<file path="src/rtl/bit_destuffer.sv">
// CAN bit destuffer: flags dynamic stuff bits and stuff errors in the sampled bit
// stream, and keeps a Gray-coded, parity-protected mod-8 count of stuff bits for CAN FD.
module bit_destuffer #(
  parameter int unsigned STUFF_LEN = 5,
  parameter int unsigned RUN_W     = 3
) (
  input  logic             clk,
  input  logic             rst_n,
  input  logic             samplePoint,
  input  logic             canRX,
  input  logic             BS_onoff,
  input  logic             clrCount,
  output logic             isStuff,
  output logic             stuffError,
  output logic             lastBit,
  output logic [RUN_W-1:0] runLen,
  output logic [2:0]       stuffCount,
  output logic [2:0]       stuffGray,
  output logic             stuffParity
);

  localparam logic [RUN_W-1:0] RUN_ZERO  = {RUN_W{1'b0}};
  localparam logic [RUN_W-1:0] RUN_ONE   = RUN_W'(1);
  localparam logic [RUN_W-1:0] RUN_STUFF = RUN_W'(STUFF_LEN);

  function automatic logic [2:0] gray3(input logic [2:0] c);
    gray3 = c ^ (c >> 1);
  endfunction

  function automatic logic even_parity3(input logic [2:0] v);
    even_parity3 = ^v;
  endfunction

  logic             is_stuff_q,  is_stuff_d;
  logic             stuff_err_q, stuff_err_d;
  logic             last_bit_q,  last_bit_d;
  logic [RUN_W-1:0] run_len_q,   run_len_d;
  logic [2:0]       count_q,     count_d;
  logic [2:0]       gray_q,      gray_d;
  logic             parity_q,    parity_d;

  // Per-bit destuffing decision; everything holds between sample points.
  always_comb begin
    is_stuff_d  = is_stuff_q;
    stuff_err_d = stuff_err_q;
    last_bit_d  = last_bit_q;
    run_len_d   = run_len_q;
    count_d     = count_q;
    if (samplePoint) begin
      if (!BS_onoff) begin
        run_len_d   = RUN_ZERO;
        is_stuff_d  = 1'b0;
        stuff_err_d = 1'b0;
        last_bit_d  = canRX;
      end else if (run_len_q == RUN_STUFF) begin
        if (canRX != last_bit_q) begin
          // The stuff bit opens the next run, so the run restarts at one.
          is_stuff_d  = 1'b1;
          stuff_err_d = 1'b0;
          run_len_d   = RUN_ONE;
          last_bit_d  = canRX;
          count_d     = count_q + 3'd1;
        end else begin
          is_stuff_d  = 1'b0;
          stuff_err_d = 1'b1;
          run_len_d   = RUN_ZERO;
          last_bit_d  = canRX;
        end
      end else begin
        is_stuff_d  = 1'b0;
        stuff_err_d = 1'b0;
        last_bit_d  = canRX;
        if (run_len_q == RUN_ZERO) begin
          run_len_d = RUN_ONE;
        end else if (canRX == last_bit_q) begin
          run_len_d = run_len_q + RUN_ONE;
        end else begin
          run_len_d = RUN_ONE;
        end
      end
    end else begin
      is_stuff_d = is_stuff_q;
    end
    if (clrCount) begin
      count_d = 3'd0;
    end else begin
      count_d = count_d;
    end
    gray_d   = gray3(count_d);
    parity_d = even_parity3(gray_d);
  end

  // State registers; reset leaves the bus recessive with no run in progress.
  always_ff @(posedge clk or negedge rst_n) begin
    if (!rst_n) begin
      is_stuff_q  <= 1'b0;
      stuff_err_q <= 1'b0;
      last_bit_q  <= 1'b1;
      run_len_q   <= RUN_ZERO;
      count_q     <= 3'd0;
      gray_q      <= 3'd0;
      parity_q    <= 1'b0;
    end else begin
      is_stuff_q  <= is_stuff_d;
      stuff_err_q <= stuff_err_d;
      last_bit_q  <= last_bit_d;
      run_len_q   <= run_len_d;
      count_q     <= count_d;
      gray_q      <= gray_d;
      parity_q    <= parity_d;
    end
  end

  assign isStuff     = is_stuff_q;
  assign stuffError  = stuff_err_q;
  assign lastBit     = last_bit_q;
  assign runLen      = run_len_q;
  assign stuffCount  = count_q;
  assign stuffGray   = gray_q;
  assign stuffParity = parity_q;

endmodule

</file>
<file path="config.mk">
export PLATFORM = sky130hd
export DESIGN_NAME = bit_destuffer
export DESIGN_NICKNAME = d
export VERILOG_FILES = /design/src/rtl/bit_destuffer.sv
export SDC_FILE = /design/constraint.sdc
export NUM_CORES = 1
export LEC_CHECK = 0
export ABC_CLOCK_PERIOD_IN_PS = 2000
export CORE_MARGIN = 4
export CORE_UTILIZATION = 49
export DETAILED_ROUTE_END_ITERATION = 10
export GPL_TIMING_DRIVEN = 1
export HOLD_SLACK_MARGIN = 0.1
export PLACE_DENSITY = 0.81
export SLEW_MARGIN = 20
export SYNTH_ARGS = -nofsm -noshare
export SYNTH_HDL_FRONTEND = slang
export SYNTH_SLANG_ARGS = --single-unit
</file>
<file path="constraint.sdc">
create_clock -name clk -period 2 [get_ports clk]
set_clock_uncertainty 0.05 [all_clocks]
set_input_delay 0.3 -clock clk [delete_from_list [all_inputs] [get_ports clk]]
set_output_delay 0.3 -clock clk [all_outputs]
set_load 0.005 [all_outputs]
</file>
==> out/results.txt <==
Seq/Total Area, Yosys = 0.434
Non-Filler Instances = 104
DRC violations left = 0
CTS Root Cell = clkbuf_4
Core area = 0.00132 mm²
I/O pins = 19
Global-route wire length before repair = 2.27 mm
Pin count of the biggest net entering global routing = 13
Achievable Freq = 584 MHz
DP Cell Count = 100
Max-cap viol count = 0
Synth area leader = dfrtp_1
Hold Buf Count CTS = 0
CTS tree = done
Die Wd = 45.6 µm
Syn Inst Count = 70
Most frequent cells in the layout = clkdlybuf4s50_1, dfrtp_1, inv_1
Post-Route WL = 1.41 mm
Sw power = 0.000125 W
Rel. slew slack = 0.657
Post-CTS setup buffer count = 0
Final setup TNS = 0 ns
Crit path DAT = 1.36 ns
Nets = 100
Switching share of power = 0.256
Clock network power share = 0.308
Leak Pwr = 0.390 nW
Worst Path Max Fanout = 4
Layout fillers = 105
Die Ht = 45.6 µm
Clk_lat worst skew = 0.27 ns
Pin slew with the least headroom to its limit = 0.510 ns
Worst r2r dst = stuffCount[0]
Flop2flop setup slack = 0.36 ns
CP top delay family = flip-flops
DRT iter0 DRCs = 10
Hold Path Class = input pin to asynchronous set/reset pin
Routed wire length per instance = 13.5 µm
Layout cells sized above 1 = 0.0899
Power density cells = 543 mW/mm²
Critical path's slowest cell = dfstp_2
Final setup fails = 0
Die area = 0.00208 mm²
Seq cells post-synth = 12
Vias/cell = 5.81
Critical path required time = 1.65 ns
CTS resizes = 0
Gr usage total = 0.160
R2R depth = 5
Post-synth top area share = 0.396
Period utilization = 0.856
Mean post-synth cell area = 9.92 µm²
Synth area leaders = dfrtp_1, ha_1, nor3b_1
Largest stage delay on the critical path = 0.58 ns
Initial antenna violation count = 0
Most common cell after layout, fill and taps aside = clkdlybuf4s50_1
# rows = 13
Internal Power = 0.000364 W
Reg2reg start = runLen[1]
Placer Congestion = 0.726
RSZ-0062 raised after global routing = false
Grt total ovfl = 0
Hpwl dp = 1.06 mm
H-tree depth = 1
Peak supply drop = 0.384 mV
Router iterations before antenna repair = 4
Clock sink count = 12
Clock Tree Buf Depth = 2
Layout area overhead = 29.9%
Crit end category = output pin
Type of the worst setup path = register to output pin
CP Launch Type = register
Syn Std Cell Area = 694 µm²
Clock-pin slew on the worst setup and hold paths = 0.07 ns
Status = finished, final reports clean
Yosys Warn Count = 0
CTS buffer count = 3
Netlist cell types = 31
Routed Antenna Nets = 0
Worst-path cell chain = clkdlybuf4s50_1
Buf+Inv Stages, Crit Path = 1
Seq pwr share = 0.527
Initial Util = 0.527
Comb pwr share = 0.165
Antenna cells = 0
Fin. Hold Viols = 0
I/O Buffers = 18
Number of global-route vias before repair = 514
Min Tclk post-route = 1.71 ns
Slew Limit Fails = 0
DR vias = 604
Synth Net Count = 80
## through the flow
stage               hold slack (ns)  power [W]   util  cell area, µm²  setup WS (ns)
floorplan                   -0.0456   0.000304      -             694          0.554
global placement              0.463   0.000339  0.665             876          0.217
detailed placement            0.480   0.000342  0.665             876          0.222
CTS                           0.331   0.000497  0.685             902          0.274
global route                  0.342   0.000518  0.685             902          0.215
finish                        0.311   0.000490  0.685             902          0.288
## layout make-up
class / count / area [µm²] / area share
Inverter: 5 / 18.8 / 0.0208
Clock buffer: 4 / 26.3 / 0.0291
Timing Repair Buffer: 19 / 188 / 0.208
Sequential cell: 12 / 302 / 0.334
Multi-Input combinational cell: 49 / 349 / 0.387
Tap cell: 15 / 18.8 / 0.0208
## cells in the mapped netlist
master	count
dfrtp_1	11
inv_1	5
ha_1	4
nand2_1	4
nand3_1	4
nor3b_1	4
o21ai_0	4
o22ai_1	4
a21oi_1	3
buf_2	2
buf_4	2
nand2b_1	2
nand4_1	2
or3_1	2
a21o_1	1
a31o_2	1
a31oi_1	1
a41o_1	1
and3b_1	1
and4_1	1
dfstp_2	1
mux2_2	1
nor2_1	1
nor3_1	1
o211ai_1	1
o221ai_1	1
o311ai_1	1
or4_1	1
xnor2_1	1
xor2_1	1
xor2_2	1
## how the worst max path moves through the flow
stage	slack [ns]	endpoint	startpoint	depth (start not counted)
after CTS	0.27	lastBit	lastBit	1
after global placement	0.22	runLen[2]	canRX	4
after detailed placement	0.22	runLen[2]	canRX	4
after global routing	0.21	stuffParity	runLen[1]	5
after floorplan	0.55	stuffGray[1]	runLen[1]	6
final	0.29	lastBit	lastBit	1
## kinds of logic after synthesis
| logic type | count (synthesis) | share of synthesized area |
|---|---|---|
| AOI/OAI and AO/OA | 18 | 0.169 |
| xor gates and xnor gates | 3 | 0.0487 |
| muxes | 1 | 0.0162 |
| and+or+nand+nor | 23 | 0.196 |
| buffers and inverters | 9 | 0.0631 |
| DFF | 12 | 0.434 |
| adders and majority gates | 4 | 0.0721 |
## state kept, by name, summed over array words and instances (netlist names)
name,count
stuffParity,1
runLen,3
stuffGray,2
lastBit,1
stuffCount,3
stuffError,1
isStuff,1
## metal layers
| layer | share of wire | routed length [µm] | GRT usage | vias to the layer above |
|---|---|---|---|---|
| li1 | - | - | - | 295 |
| met1 | 0.42 | 593 | 0.174 | 279 |
| met2 | 0.48 | 670 | 0.242 | 22 |
| met3 | 0.082 | 116 | 0.0909 | 8 |
| met4 | 0.020 | 28 | 0.0877 | 0 |
| met5 | 0 | 0 | 0 | - |
## power groups by stage
| stage | sequential [W] | clock, W | combinational (W) |
|---|---|---|---|
| after floorplan | 0.000262 | 0 | 0.0000419 |
| after global placement | 0.000262 | 0 | 0.0000774 |
| after detailed placement | 0.000262 | 0 | 0.0000802 |
| after CTS | 0.000258 | 0.000158 | 0.0000811 |
| after global routing | 0.000259 | 0.000168 | 0.0000915 |
| final | 0.000258 | 0.000151 | 0.0000807 |
(Power assumes the default switching activity.)
